==> config.mk <==
export PLATFORM = sky130hd
export DESIGN_NAME = mem_arbiter
export DESIGN_NICKNAME = d
export VERILOG_FILES = /design/src/rtl/mem_arbiter.sv
export SDC_FILE = /design/constraint.sdc
export NUM_CORES = 1
export LEC_CHECK = 0
export ABC_CLOCK_PERIOD_IN_PS = 2190
export BUFFER_PORTS_ARGS = -buffer_cell sky130_fd_sc_hd__buf_2
export CAP_MARGIN = 20
export CORE_AREA = 3 3 105 107
export CTS_CLUSTER_DIAMETER = 30
export DETAILED_ROUTE_END_ITERATION = 16
export DIE_AREA = 0 0 108 110
export HOLD_SLACK_MARGIN = 0.12
export PLACE_DENSITY_LB_ADDON = 0.2
export RECOVER_POWER = 50
export REMOVE_ABC_BUFFERS = 1
export SLEW_MARGIN = 20
export SYNTH_ARGS = -nofsm -noshare
export SYNTH_HDL_FRONTEND = slang
export SYNTH_SLANG_ARGS = --single-unit
export TNS_END_PERCENT = 1
==> constraint.sdc <==
create_clock -name clk -period 2.19 [get_ports clk]
set_input_delay 0.219 -clock clk [delete_from_list [all_inputs] [get_ports clk]]
set_output_delay 0.219 -clock clk [all_outputs]
set_load 0.005 [all_outputs]
==> src/rtl/mem_arbiter.sv <==
// Two-master arbiter sharing one single-port memory slave between instruction fetch (I)
// and load/store (D). D has priority; a saturating D streak counter forces an I grant.
module mem_arbiter #(
  parameter int MAX_D_STREAK = 4
) (
  input  logic        clk,
  input  logic        rst,
  input  logic        i_ren,
  input  logic [31:0] i_addr,
  output logic [31:0] i_load,
  output logic [1:0]  i_state,
  input  logic        d_ren,
  input  logic [3:0]  d_wen,
  input  logic [31:0] d_addr,
  input  logic [31:0] d_store,
  output logic [31:0] d_load,
  output logic [1:0]  d_state,
  output logic        m_ren,
  output logic [3:0]  m_wen,
  output logic [31:0] m_addr,
  output logic [31:0] m_store,
  input  logic [31:0] m_load,
  input  logic [1:0]  m_state
);
  localparam logic [1:0] RAM_IDLE = 2'd0;
  localparam logic [1:0] RAM_WAIT = 2'd1;
  localparam logic [1:0] RAM_DONE = 2'd2;
  localparam logic [3:0] STREAK_MAX = 4'(MAX_D_STREAK);

  typedef enum logic [1:0] {ARB_IDLE = 2'd0, ARB_I = 2'd1, ARB_D = 2'd2} arb_state_t;

  arb_state_t r_state;
  logic [3:0] r_streak;
  logic       w_i_req, w_d_req, w_d_win, w_release;

  assign w_i_req = i_ren;
  assign w_d_req = d_ren | (|d_wen);
  // D only wins against a waiting I while its streak is below the limit
  assign w_d_win = w_d_req & (~w_i_req | (r_streak < STREAK_MAX));

  // A grant ends on DONE, or when the owner dropped its request and the slave went idle
  always_comb begin
    w_release = 1'b0;
    if (m_state == RAM_DONE)
      w_release = 1'b1;
    else if (m_state == RAM_IDLE)
      w_release = (r_state == ARB_I) ? ~w_i_req : ~w_d_req;
  end

  always_ff @(posedge clk) begin
    if (rst) begin
      r_state  <= ARB_IDLE;
      r_streak <= '0;
    end else begin
      case (r_state)
        ARB_IDLE: begin
          if (w_d_win) begin
            r_state  <= ARB_D;
            r_streak <= w_i_req ? r_streak + 4'd1 : 4'd0;
          end else if (w_i_req) begin
            r_state  <= ARB_I;
            r_streak <= '0;
          end
        end
        ARB_I, ARB_D: if (w_release) r_state <= ARB_IDLE;
        default:      r_state <= ARB_IDLE;
      endcase
    end
  end

  always_comb begin
    m_ren   = 1'b0;
    m_wen   = '0;
    m_addr  = '0;
    m_store = '0;
    i_load  = '0;
    d_load  = '0;
    i_state = w_i_req ? RAM_WAIT : RAM_IDLE;
    d_state = w_d_req ? RAM_WAIT : RAM_IDLE;
    if (rst) begin
      i_state = RAM_IDLE;
      d_state = RAM_IDLE;
    end else begin
      case (r_state)
        ARB_I: begin
          m_ren   = i_ren;
          m_addr  = i_addr;
          i_state = m_state;
          i_load  = m_load;
        end
        ARB_D: begin
          m_ren   = d_ren;
          m_wen   = d_wen;
          m_addr  = d_addr;
          m_store = d_store;
          d_state = m_state;
          d_load  = m_load;
        end
        default: ;
      endcase
    end
  end

  always_ff @(posedge clk)
    if (!rst) assert (!(i_state == RAM_DONE && d_state == RAM_DONE));

endmodule

# After elaboration in Yosys (flattened, before gate mapping)
# Index checks and enable logic that the tools add are counted.
# totals
reg_bits	6
out_inout_bits	137
# classes
add_sub_neg	1
order_cmp	1
n_eq_ne	5
muxes	28
bitwise_logic	5
n_reduce_logical	7
# op_table
op	count
32-bit 2-to-1 mux	7
32-bit one-hot mux with 2 select lines	1
4-bit 2-to-1 mux	5
2-bit 2-to-1 mux	7
1-bit 2-to-1 mux	6
4-bit by 1-bit adder with 4-bit output (second input constant)	1
2-bit equality test (second input constant)	2
2-bit logical NOT	2
4-bit by 3-bit < comparator with 1-bit output (second input constant)	1
2-bit one-hot mux with 2 select lines	1
2-bit AND reduction	2
4-bit OR reduction	1
3-bit != test (second input constant)	1
2-bit by 1-bit equality test with 1-bit output (second input constant)	1
2-bit != test (second input constant)	1
1-bit NOT	2
1-bit bitwise OR	2
1-bit one-hot mux with 2 select lines	1
2-bit nonzero test	1
2-bit OR reduction	1
1-bit AND	1

# Depth between registers and ports, before layout
# Gate-level depths: netlist (run 1).
# depth
ltp_word	8
mapped_depth	7

# Least setup slack after synthesis (run 1)
# Ideal clock, no wire load.
# synth_path
path_type	register -> output
startpoint	reg r_state[0]
endpoint	out d_load[21]
arrival_time_ns	1.613
required_time_ns	1.971
setup_slack_ns	0.358
path_stages_with_launch	8
path_buffers	3
path_cell_list	dfxtp_1 > inv_1 > ha_1 > clkbuf_1 > nor2b_1 > clkbuf_1 > clkbuf_1 > and2_1
# synth_via
elab_chain_len	3
# synth_lines
item	line_no	rtl
from (decl)	32	arb_state_t r_state;
from (signal assigned)	52	r_state <= ARB_IDLE;
from (signal assigned)	58	r_state <= ARB_D;
from (signal assigned)	61	r_state <= ARB_I;
2-bit equality test	84	case (r_state)
32-bit 2-to-1 mux	84	
32-bit 2-to-1 mux	80	if (rst) begin
to (decl)	16	output logic [31:0] d_load,
# Every way passes these cells.

# Final worst setup path (run 1)
# layout_path
startpoint	reg r_state[0]
endpoint	out m_addr[25]
# layout_via
elab_chain_len	3
word_cells_on_any_way	4
# layout_lines
item	line_no	rtl
2-bit equality test or 2-bit by 1-bit equality test with 1-bit output (tied branches)	84	
32-bit one-hot mux with 2 select lines (*)	84	
32-bit 2-to-1 mux (*)	80	
to (decl)	20	output logic [31:0] m_addr,
# Mark *: on every way between the ends. The rest lies on a longest branch, timed or not.

==> results of run 1 <==
power breakdown:
part           internal [mW]  total [mW]  switching [mW]
Clock                  0.119       0.170          0.0516
Sequential             0.117       0.123         0.00610
Combinational          0.265       0.536           0.271
Total                  0.501       0.829           0.328
worst register-to-register path, cell delays in order, from the launching register on:
cell and delay (ns):
dfxtp_1 0.34, inv_1 0.07, ha_1 0.19, buf_4 0.25
or2_2 0.35, o211a_1 0.22, o21ai_0 0.18, a21oi_1 0.09
sequential cells by signal, indices dropped and copies added (netlist names):
signal and flops:
r_streak 4, r_state 2
logic make-up (layout without fill, tap and decap cells):
logic type	after synthesis	count (layout)	share of synthesized area (%)
AO/OA/AOI/OAI	50	50	23.7
flip-flops	6	6	7.70
multiplexers	2	2	1.60
adder cells (fa/ha/maj)	4	4	3.21
buffers and inverters	28	286	7.22
AND/OR/NAND/NOR	154	154	56.6
layer usage:
| metal | global-route usage [%] | vias up |
|---|---|---|
| li1 | - | 1333 |
| met1 | 15.7 | 1193 |
| met2 | 25.1 | 117 |
| met3 | 2.10 | 6 |
| met4 | 1.98 | 0 |
| met5 | 0 | - |
through the flow:
step / setup WS [ns] / hold slack (ns) / TNS [ns] / std cells / util, %
floorplan: -0.926 / 0.285 / -70.46 / 219 / -
global placement: 0.215 / 0.485 / 0 / 635 / 29.9
detailed placement: 0.170 / 0.486 / 0 / 635 / 29.9
CTS: 0.272 / 0.399 / 0 / 638 / 30.3
global route: 0.0806 / 0.412 / 0 / 638 / 29.7
finish: 0.270 / 0.385 / 0 / 638 / 29.7
layout make-up:
type                    count  area share (%)
clock buffers               3            1.36
inverters                   3           0.371
multi-input cells         210            43.5
flip-flops and latches      6            3.95
well taps                 136            5.60
repair buffers            280            45.2
cells in the final DEF (no fill, tap or decap):
cell type  netlist  layout
a21oi_1          5       5
a22oi_1         33      33
a41oi_1          1       1
and2_0           0       5
and2_1         102      97
buf_2            0     241
buf_4            0       3
clkbuf_1        23      32
clkbuf_2         0       2
clkbuf_4         0       2
clkbuf_8         0       3
dfxtp_1          6       6
ha_1             4       4
inv_1            3       3
mux2_4           1       1
mux2i_1          1       1
nand2_1          1       1
nand2b_1         3       3
nand4_1          1       1
nand4b_1         1       1
nor2_1          34      34
nor2_2           1       1
nor2b_1          6       5
nor2b_4          0       1
nor3_1           2       2
nor3b_1          1       1
o2111ai_1        1       1
o211a_1          1       1
o211ai_1         2       2
o21a_1           1       1
o21ai_0          4       4
o31a_2           0       1
o41ai_1          1       1
or2_2            1       1
or4_1            0       1
final timing paths:
check             slack, ns                       end  cells past startpoint
setup / recovery       0.27                m_addr[25]                      6
hold / removal         0.38  r_streak[0]$_SDFFE_PP0P_                      3
setup reg to reg       0.38   r_state[0]$_SDFFE_PP0P_                      7
hold reg to reg        0.49  r_streak[1]$_SDFFE_PP0P_                      2
timing repair:
action / CTS / global route
hold buffers: 0 / 0
buffers inserted: 0 / 0
resized for setup: 1 / 0
setup endpoints to repair: 33 / 0
==> results.tsv, run 1 <==
metric	value	unit
Highest Signal Layer	met4	
yosys warns	0	
Leak Pwr	1.72	nW
Inserted Clock Buffers	3	
Yosys reg bits	6	
Post-DP Area	3050	um^2
Final setup viols	0	
Pre-Repair DR Iteration Count	4	
Critical Path AT	1.70	ns
via/cell ratio	4.15	
H-tree depth	1	
critical path data required time	1.97	ns
Worst-Skew Late Latency	0.22	ns
starting density of the core	15.2	%
top cells by area, synth	and2_1, a22oi_1, nor2_1	
Power Dens Cells	273	nW/um^2
vias in the first global route	2233	
Final HPWL DP	7720	um
first-pass GRT wire length	12400	um
Main synth FF type	dfxtp_1	
Crit path largest cell delay	0.38	ns
Synth Instances	244	
ANT cells	0	
largest net degree at the start of global routing	51	
area growth from synthesis to layout	94.9	%
Ports	275	
area leader, netlist	and2_1	
post-synth top area share	40.9	%
register area share after synthesis	7.70	%
Sink Count	6	
IO Port Bufs	274	
Setup CP Type	register to output port	
commonest cells in the netlist	and2_1, nor2_1, a22oi_1	
post-synth cell types	30	
min-delay worst type	primary input to register	
Die X-Extent	108	um
Root Buffer	clkbuf_8	
Slew Viols, Final	0	
worst hold start	rst	
family with the most delay on the worst path	buffers and inverters	
clk slew on worst S/H paths	0.04	ns
DR iter-0 viols	126	
# rows	37	
Routed met2 length	4960	um
Crit. End Element	output port	
Post-synth EDFFs	0	
critical path's slowest cell	clkbuf_4	
met3 wire len	657	um
Total Nets Final	646	
core region area	10200	um^2
M1 WL	3470	um
WP buf/inv	3	
DRC	0	
period utilization	87.7	%
Max Fclk	521	MHz
Die Height	110	um
total of max-cap violations	0	
crit-path max FO	32	
layout cells sized above 1	51.0	%
gr usage total	13.1	%
Async S/R FF share, synth	0	%
FF+latch area	120	um^2
Remaining Overflow, GRT	0	
# fillers	1195	
reg2reg start	r_state[1]$_SDFFE_PP0P_	
CTS tree	yes	
footprint of the multi-input gates	1320	um^2
placer congestion estimate	0.776	
worst slew pin tran	0.574	ns
most common cell in the synthesized netlist	and2_1	
Post-Route WL	9200	um
Synth Area per Inst	6.39	um^2
Avg WL per Cell	14.4	um
die area	11900	um^2
crit path from	r_state[0]$_SDFFE_PP0P_	
final hold violation count	0	
via count	2649	
Antenna Nets Post-Route	0	
Peak VDD IR	289	uV
Design Area, Final	3040	um^2
synthesized area	1560	um^2
initial antenna violation count	0	
total power draw	0.829	mW
RSZ-0062 raised after global routing	no	
Worst Skew	0.00114	ns
Clock Path Buffers	2	
Slew HR	61.6	%
CP Cell Sequence	inv_1, ha_1, nand2b_1, clkbuf_4, nor2_1, buf_2	
crit path launch type	register	
Min Clock Period, post-route	1.92	ns
status	completed	
No activity file was read; power rests on OpenSTA's default activity.
==> run 2: changes to the inputs <==
--- a/config.mk
+++ b/config.mk
@@ -5,13 +5,14 @@
 export SDC_FILE = /design/constraint.sdc
 export NUM_CORES = 1
 export LEC_CHECK = 0
+export ABC_AREA = 1
 export ABC_CLOCK_PERIOD_IN_PS = 2190
 export BUFFER_PORTS_ARGS = -buffer_cell sky130_fd_sc_hd__buf_2
 export CAP_MARGIN = 20
-export CORE_AREA = 3 3 105 107
+export CORE_AREA = 3 3 106 108
 export CTS_CLUSTER_DIAMETER = 30
 export DETAILED_ROUTE_END_ITERATION = 16
-export DIE_AREA = 0 0 108 110
+export DIE_AREA = 0 0 109 111
 export HOLD_SLACK_MARGIN = 0.12
 export PLACE_DENSITY_LB_ADDON = 0.2
 export RECOVER_POWER = 50
==> run 2 against run 1 <==
  * Combinational power shrank 6.9%
  * Sequential cell count stayed put
  * Utilization down 0.30 points
  * Clock power about the same
  * Synthesized cell count increased by 46%
  * First-iteration DRC count decreased by 7.1%
  * Global-route usage is 1.0 points lower
  * Critical path depth did not move
  * Sequential power about the same
  * Non-clock buffer count is 3 higher
  * Count of clock-buffer cells in the layout stayed put
==> results.tsv, run 2 <==
metric	value	unit	change
status	completed		unchanged
Die X-Extent	109	um	was 108 um
total of max-cap violations	0		unchanged
critical path's slowest cell	ha_1		was clkbuf_4
Post-Route WL	8400	um	was 9200 um
starting density of the core	15.3	%	was 15.2%
yosys warns	0		unchanged
via/cell ratio	4.03		was 4.15
Root Buffer	clkbuf_8		unchanged
Synth Instances	356		was 244
Post-Synth XOR/XNOR Area	0	%	unchanged
Inst Count DP	749		was 635
Power Dens Cells	261	nW/um^2	was 273 nW/um^2
main combinational cell family by area after synthesis	simple AND/OR/NAND/NOR gates		unchanged
commonest non-fill, non-tap cell in the layout	buf_2		unchanged
crit path from	r_state[0]$_SDFFE_PP0P_		unchanged
largest net degree at the start of global routing	34		was 51
CTS tree	yes		unchanged
ANT cells	0		unchanged
Setup CP Type	register to output port		unchanged
Max Fclk	524	MHz	was 521 MHz
Antenna Nets Post-Route	0		unchanged
critical path data required time	1.97	ns	about the same
DR iter-0 viols	117		was 126
hold buffers post-CTS	0		unchanged
simple-gate share of the synthesized area	56.5	%	was 56.6%
Die Height	111	um	was 110 um
final non-filler cell total	752		was 638
Min Clock Period, post-route	1.91	ns	was 1.92 ns
first-pass GRT wire length	12100	um	was 12400 um
worst slew pin tran	0.486	ns	was 0.574 ns
die area	12100	um^2	was 11900 um^2
Worst-Skew Late Latency	0.23	ns	was 0.22 ns
top cells by area, synth	nand2_1, nor2_1, a21oi_1		was and2_1, a22oi_1, nor2_1
Yosys reg bits	6		unchanged
Biggest register	r_streak		unchanged
crit-path max FO	24		was 32
Crit. End Element	output port		unchanged
post-synth top area share	27.3	%	was 40.9%
Crit path largest cell delay	0.34	ns	was 0.38 ns
# rows	37		unchanged
Critical Path AT	1.69	ns	was 1.70 ns
most common cell in the synthesized netlist	nand2_1		was and2_1
layout cells sized above 1	38.5	%	was 51.0%
Final setup viols	0		unchanged
worst reg2reg endpoint	r_state[1]$_SDFFE_PP0P_		was r_state[0]$_SDFFE_PP0P_
Reg2Reg Depth	9		was 7
vias in the first global route	2742		was 2233
Worst Skew	0.00187	ns	was 0.00114 ns
post-synth cell types	16		was 30
Async S/R FF share, synth	0	%	unchanged
compound-gate portion of the synthesized area	14.6	%	was 23.7%
cts repair resizes	0		was 1
Peak VDD IR	178	uV	was 289 uV
RSZ-0062 raised after global routing	no		unchanged
hold path cells	2		was 3
H-tree depth	1		unchanged
min-delay worst type	primary input to register		unchanged
final hold violation count	0		unchanged
worst hold start	rst		unchanged
via count	3033		was 2649
Remaining Overflow, GRT	0		unchanged
Slew HR	67.2	%	was 61.6%
CP Cell Sequence	inv_1, ha_1, buf_4, nand2_1, a21oi_1, buf_2		was inv_1, ha_1, nand2b_1, clkbuf_4, nor2_1, buf_2
WP buf/inv	3		unchanged
area growth from synthesis to layout	91.6	%	was 94.9%
largest registers	r_streak: 4 flops, r_state: 2 flops		unchanged
Slew Viols, Final	0		unchanged
Leak Pwr	1.82	nW	was 1.72 nW
initial antenna violation count	0		unchanged
area leader, netlist	nand2_1		was and2_1
crit path launch type	register		unchanged
family with the most delay on the worst path	buffers and inverters		unchanged
period utilization	87.2	%	was 87.7%
Post-CTS Setup Inserts	0		unchanged
multiplexer share of the synthesized area	0	%	was 1.61%
Final Core Density	29.4	%	was 29.7%
IO Port Bufs	274		unchanged
Ports	275		unchanged
Total Nets Final	760		was 646
Sink Count	6		unchanged
Synth Area per Inst	4.45	um^2	was 6.39 um^2
adder-cell area share of the yosys netlist	3.16	%	was 3.21%
clk slew on worst S/H paths	0.04	ns	about the same
core region area	10300	um^2	was 10200 um^2
Avg WL per Cell	11.2	um	was 14.4 um
Main synth FF type	dfxtp_1		unchanged
commonest non-fill, non-tap cells in the layout	buf_2, nand2_1, nor2_1, clkbuf_1, inv_1		was buf_2, and2_1, nor2_1, a22oi_1, clkbuf_1
# fillers	1214		was 1195
Inserted Clock Buffers	3		unchanged
Clock Path Buffers	2		unchanged
R2R setup slack	0.59	ns	was 0.38 ns
Post-synth EDFFs	0		unchanged
Hold Path End	r_streak[3]$_SDFFE_PP0P_		was r_streak[0]$_SDFFE_PP0P_
gr usage total	12.1	%	was 13.1%
synthesized area	1580	um^2	was 1560 um^2
DRC	0		unchanged
max reg flops	4		unchanged
reg2reg start	r_state[1]$_SDFFE_PP0P_		unchanged
register area share after synthesis	7.58	%	was 7.70%
Final HPWL DP	7090	um	was 7720 um
Pre-Repair DR Iteration Count	4		unchanged
commonest cells in the netlist	nand2_1, nor2_1, inv_1		was and2_1, nor2_1, a22oi_1
placer congestion estimate	0.778		was 0.776
run 2: changes by cell type in the layout (fill, tap and decap cells not counted), sizes merged, moves of 2 or more:
cell	change
nand2	+115
and2	-102
nor2	+74
inv	+41
a21oi	+34
a22oi	-33
clkbuf	+23
buf	-20
nand3	+6
nor2b	-6
nand2b	-3
nor3	-2
o211ai	-2
run 2: area by class of cell:
cell class                      count  area [um^2]  area share (%)
Multi-Input combinational cell    280         1170            38.5
Tap cell                          136          170            5.61
Timing Repair Buffer              283         1370            45.2
Inverter                           44          165            5.44
Sequential cell                     6          120            3.96
Clock buffer                        3         41.3            1.36
run 2: layer usage:
metal	up-vias	routed length, um	GRT usage [%]	share of wire [%]
li1	1574	-	-	-
met3	11	1020	2.33	12
met5	-	0	0	0
met1	1271	2960	11.7	35
met2	177	4300	24.8	51
met4	0	112	3.37	1.3
run 2: worst max path at each step:
stage                                         end  slack (ns)  cells after the start
after floorplan                         d_load[0]       -0.82                      4
after global placement    r_state[1]$_SDFFE_PP0P_        0.52                      9
after detailed placement                    m_ren        0.49                      6
after CTS                                   m_ren        0.23                      6
after global routing                   m_addr[19]        0.11                      6
final                                  m_addr[19]        0.28                      6
run 2: through the flow:
stage               setup WS [ns]  setup TNS, ns  power [mW]  cell area [um^2]  hold WS [ns]
floorplan                  -0.815         -27.24       0.355              1460         0.288
global placement            0.522              0       0.634              3070         0.424
detailed placement          0.490              0       0.642              3070         0.428
CTS                         0.235              0       0.820              3110         0.376
global route                0.107              0       0.880              3040         0.418
finish                      0.280              0       0.792              3040         0.367
run 2: cells by family after synthesis:
group	after synthesis
AND/OR/NAND/NOR	231
buffers and inverters	70
AO/OA/AOI/OAI	45
flip-flops	6
adder cells (fa/ha/maj)	4
run 2: power by group:
part	leakage [nW]	internal [mW]	switching, mW
registers	0.0489	0.117	0.00443
logic	1.75	0.214	0.285
clock network	0.0216	0.119	0.0537
total	1.82	0.450	0.343
==> run 3: changes to the inputs <==
--- a/config.mk
+++ b/config.mk
@@ -6,13 +6,13 @@
 export NUM_CORES = 1
 export LEC_CHECK = 0
 export ABC_AREA = 1
-export ABC_CLOCK_PERIOD_IN_PS = 2190
+export ABC_CLOCK_PERIOD_IN_PS = 2450
 export BUFFER_PORTS_ARGS = -buffer_cell sky130_fd_sc_hd__buf_2
 export CAP_MARGIN = 20
-export CORE_AREA = 3 3 106 108
+export CORE_AREA = 3 3 105 107
 export CTS_CLUSTER_DIAMETER = 30
 export DETAILED_ROUTE_END_ITERATION = 16
-export DIE_AREA = 0 0 109 111
+export DIE_AREA = 0 0 108 110
 export HOLD_SLACK_MARGIN = 0.12
 export PLACE_DENSITY_LB_ADDON = 0.2
 export RECOVER_POWER = 50
==> constraint.sdc (replaced) <==
create_clock -name clk -period 2.45 [get_ports clk]
set_input_delay 0.245 -clock clk [delete_from_list [all_inputs] [get_ports clk]]
set_output_delay 0.245 -clock clk [all_outputs]
set_load 0.005 [all_outputs]
==> run 3 against run 2 <==
  * Final area decreased by 0.29%
  * Non-clock buffer count down 1
  * Routed wire length increased by 2.1%
  * Total power shrank 11%
  * Largest cell class unchanged
==> results.tsv, run 3 (synthesis gave the netlist of run 2 again) <==
metric	value	unit	change
Biggest register	r_streak		unchanged
reg2reg start	r_state[1]$_SDFFE_PP0P_		unchanged
critical path's slowest cell	buf_4		was ha_1
total of max-cap violations	0		unchanged
clk slew on worst S/H paths	0.04	ns	about the same
worst slew pin tran	0.643	ns	was 0.486 ns
R2R setup slack	0.96	ns	was 0.59 ns
status	completed		unchanged
Ports	275		unchanged
Remaining Overflow, GRT	0		unchanged
DR iter-0 viols	170		was 117
period utilization	82.1	%	
Max Fclk	497	MHz	
Hold Path End	r_streak[0]$_SDFFE_PP0P_		was r_streak[3]$_SDFFE_PP0P_
worst reg2reg endpoint	r_state[1]$_SDFFE_PP0P_		unchanged
Avg WL per Cell	11.4	um	was 11.2 um
Sink Count	6		unchanged
Clock Path Buffers	2		unchanged
Leak Pwr	1.82	nW	about the same
Total Nets Final	759		was 760
via/cell ratio	4.01		was 4.03
Worst Skew	0.00340	ns	was 0.00187 ns
RSZ-0062 raised after global routing	no		unchanged
IO Port Bufs	274		unchanged
Min Clock Period, post-route	2.01	ns	
H-tree depth	1		unchanged
NetSw	0.310	mW	was 0.343 mW
Clk network pwr share	22.1	%	was 21.7%
# rows	37		unchanged
DRC	0		unchanged
Reg2Reg Depth	9		unchanged
CP Cell Sequence	inv_1, ha_1, buf_4, nor2_1, a211oi_1, buf_2		was inv_1, ha_1, buf_4, nand2_1, a21oi_1, buf_2
Crit path largest cell delay	0.40	ns	was 0.34 ns
min-delay worst type	primary input to register		unchanged
Design Area, Final	3030	um^2	was 3040 um^2
die area	11900	um^2	was 12100 um^2
Crit. End Element	output port		unchanged
Sw Ratio	44.1	%	was 43.3%
FF+latch area	120	um^2	unchanged
Inserted Clock Buffers	3		unchanged
vias in the first global route	2512		was 2742
Post-CTS Setup Inserts	0		unchanged
CTS tree	yes		unchanged
Pre-Repair DR Iteration Count	4		unchanged
critical path data required time	2.20	ns	was 1.97 ns
layout cells sized above 1	38.5	%	about the same
final hold violation count	0		unchanged
Slew Viols, Final	0		unchanged
largest registers	r_streak: 4 flops, r_state: 2 flops		unchanged
core region area	10200	um^2	was 10300 um^2
worst hold start	rst		unchanged
Post-Route WL	8570	um	was 8400 um
largest net degree at the start of global routing	48		was 34
cts repair resizes	0		unchanged
Final setup viols	0		unchanged
via count	3009		was 3033
Critical Path AT	1.77	ns	was 1.69 ns
hold buffers post-CTS	0		unchanged
total power draw	0.703	mW	was 0.792 mW
first-pass GRT wire length	11800	um	was 12100 um
Slew HR	57.1	%	was 67.2%
Die Height	110	um	was 111 um
cell internal pwr	0.393	mW	was 0.450 mW
Worst-Skew Late Latency	0.23	ns	about the same
# fillers	1227		was 1214
Final HPWL DP	7100	um	was 7090 um
max reg flops	4		unchanged
gr usage total	12.2	%	was 12.1%
crit path from	r_state[0]$_SDFFE_PP0P_		unchanged
hold path cells	4		was 2
commonest non-fill, non-tap cell in the layout	buf_2		unchanged
Peak VDD IR	83.0	uV	was 178 uV
Root Buffer	clkbuf_8		unchanged
Die X-Extent	108	um	was 109 um
placer congestion estimate	0.823		was 0.778
commonest non-fill, non-tap cells in the layout	buf_2, nand2_1, nor2_1, clkbuf_1, inv_1		unchanged
Antenna Nets Post-Route	0		unchanged
family with the most delay on the worst path	buffers and inverters		unchanged
area growth from synthesis to layout	91.1	%	was 91.6%
starting density of the core	15.5	%	was 15.3%
Post-DP Area	3070	um^2	about the same
crit-path max FO	47		was 24
sequential power share	15.4	%	was 15.3%
Power Dens Cells	232	nW/um^2	was 261 nW/um^2
footprint of the multi-input gates	1170	um^2	unchanged
initial antenna violation count	1		was 0
WP buf/inv	3		unchanged
Comb pwr share	62.5	%	was 62.9%
crit path launch type	register		unchanged
Setup CP Type	register to output port		unchanged
ANT cells	0		unchanged
## run 3: cell count changes in the layout (fill, tap and decap cells not counted), sizes merged
cell,previous run,this run
clkbuf,62,63
buf,224,222
## run 3: worst max path at each step
stage	endpoint	slack, ns	cells past startpoint
CTS	d_state[0]	0.45	6
global placement	m_addr[5]	0.79	6
detailed placement	d_state[0]	0.70	6
global route	d_load[2]	0.33	6
finish	d_state[0]	0.44	6
floorplan	d_load[0]	-0.58	4
## run 3: power groups by stage
stage / Combinational [mW] / Sequential [mW] / Clock, mW
after global routing: 0.502 / 0.108 / 0.163
after floorplan: 0.208 / 0.109 / 0
after global placement: 0.455 / 0.110 / 0
final: 0.440 / 0.108 / 0.156
after CTS: 0.462 / 0.108 / 0.162
after detailed placement: 0.460 / 0.110 / 0
## run 3: routing by layer
| layer | GRT usage [%] | share of wire, % |
|---|---|---|
| met1 | 12.6 | 35 |
| met2 | 24.3 | 52 |
| met3 | 3.15 | 12 |
| met4 | 3.34 | 1.2 |
| met5 | 0 | 0.23 |
## run 3: final cells by class
class,instances,area share (%)
Timing Repair Buffer,282,45.0
Multi-Input combinational cell,280,38.6
Sequential cell,6,3.97
Tap cell,136,5.62
Inverter,44,5.46
Clock buffer,3,1.36
## run 3: per-stage QoR
step | TNS [ns] | instances | setup slack, ns | hold slack [ns] | utilization (%)
after CTS | 0 | 751 | 0.450 | 0.330 | 30.4
after global placement | 0 | 748 | 0.794 | 0.424 | 30.0
final | 0 | 751 | 0.439 | 0.331 | 29.6
after detailed placement | 0 | 748 | 0.701 | 0.429 | 30.0
after global routing | 0 | 751 | 0.327 | 0.371 | 29.6
after floorplan | -19.18 | 330 | -0.581 | 0.314 | -
## run 3: worst reg2reg max path: cells and delay by family (launching register included)
family / cells / cell delay [ns]
AND/OR/NAND/NOR: 5 / 0.47
AO/OA/AOI/OAI: 1 / 0.13
flip-flops: 1 / 0.31
buffers and inverters: 2 / 0.34
adder cells (fa/ha/maj): 1 / 0.16
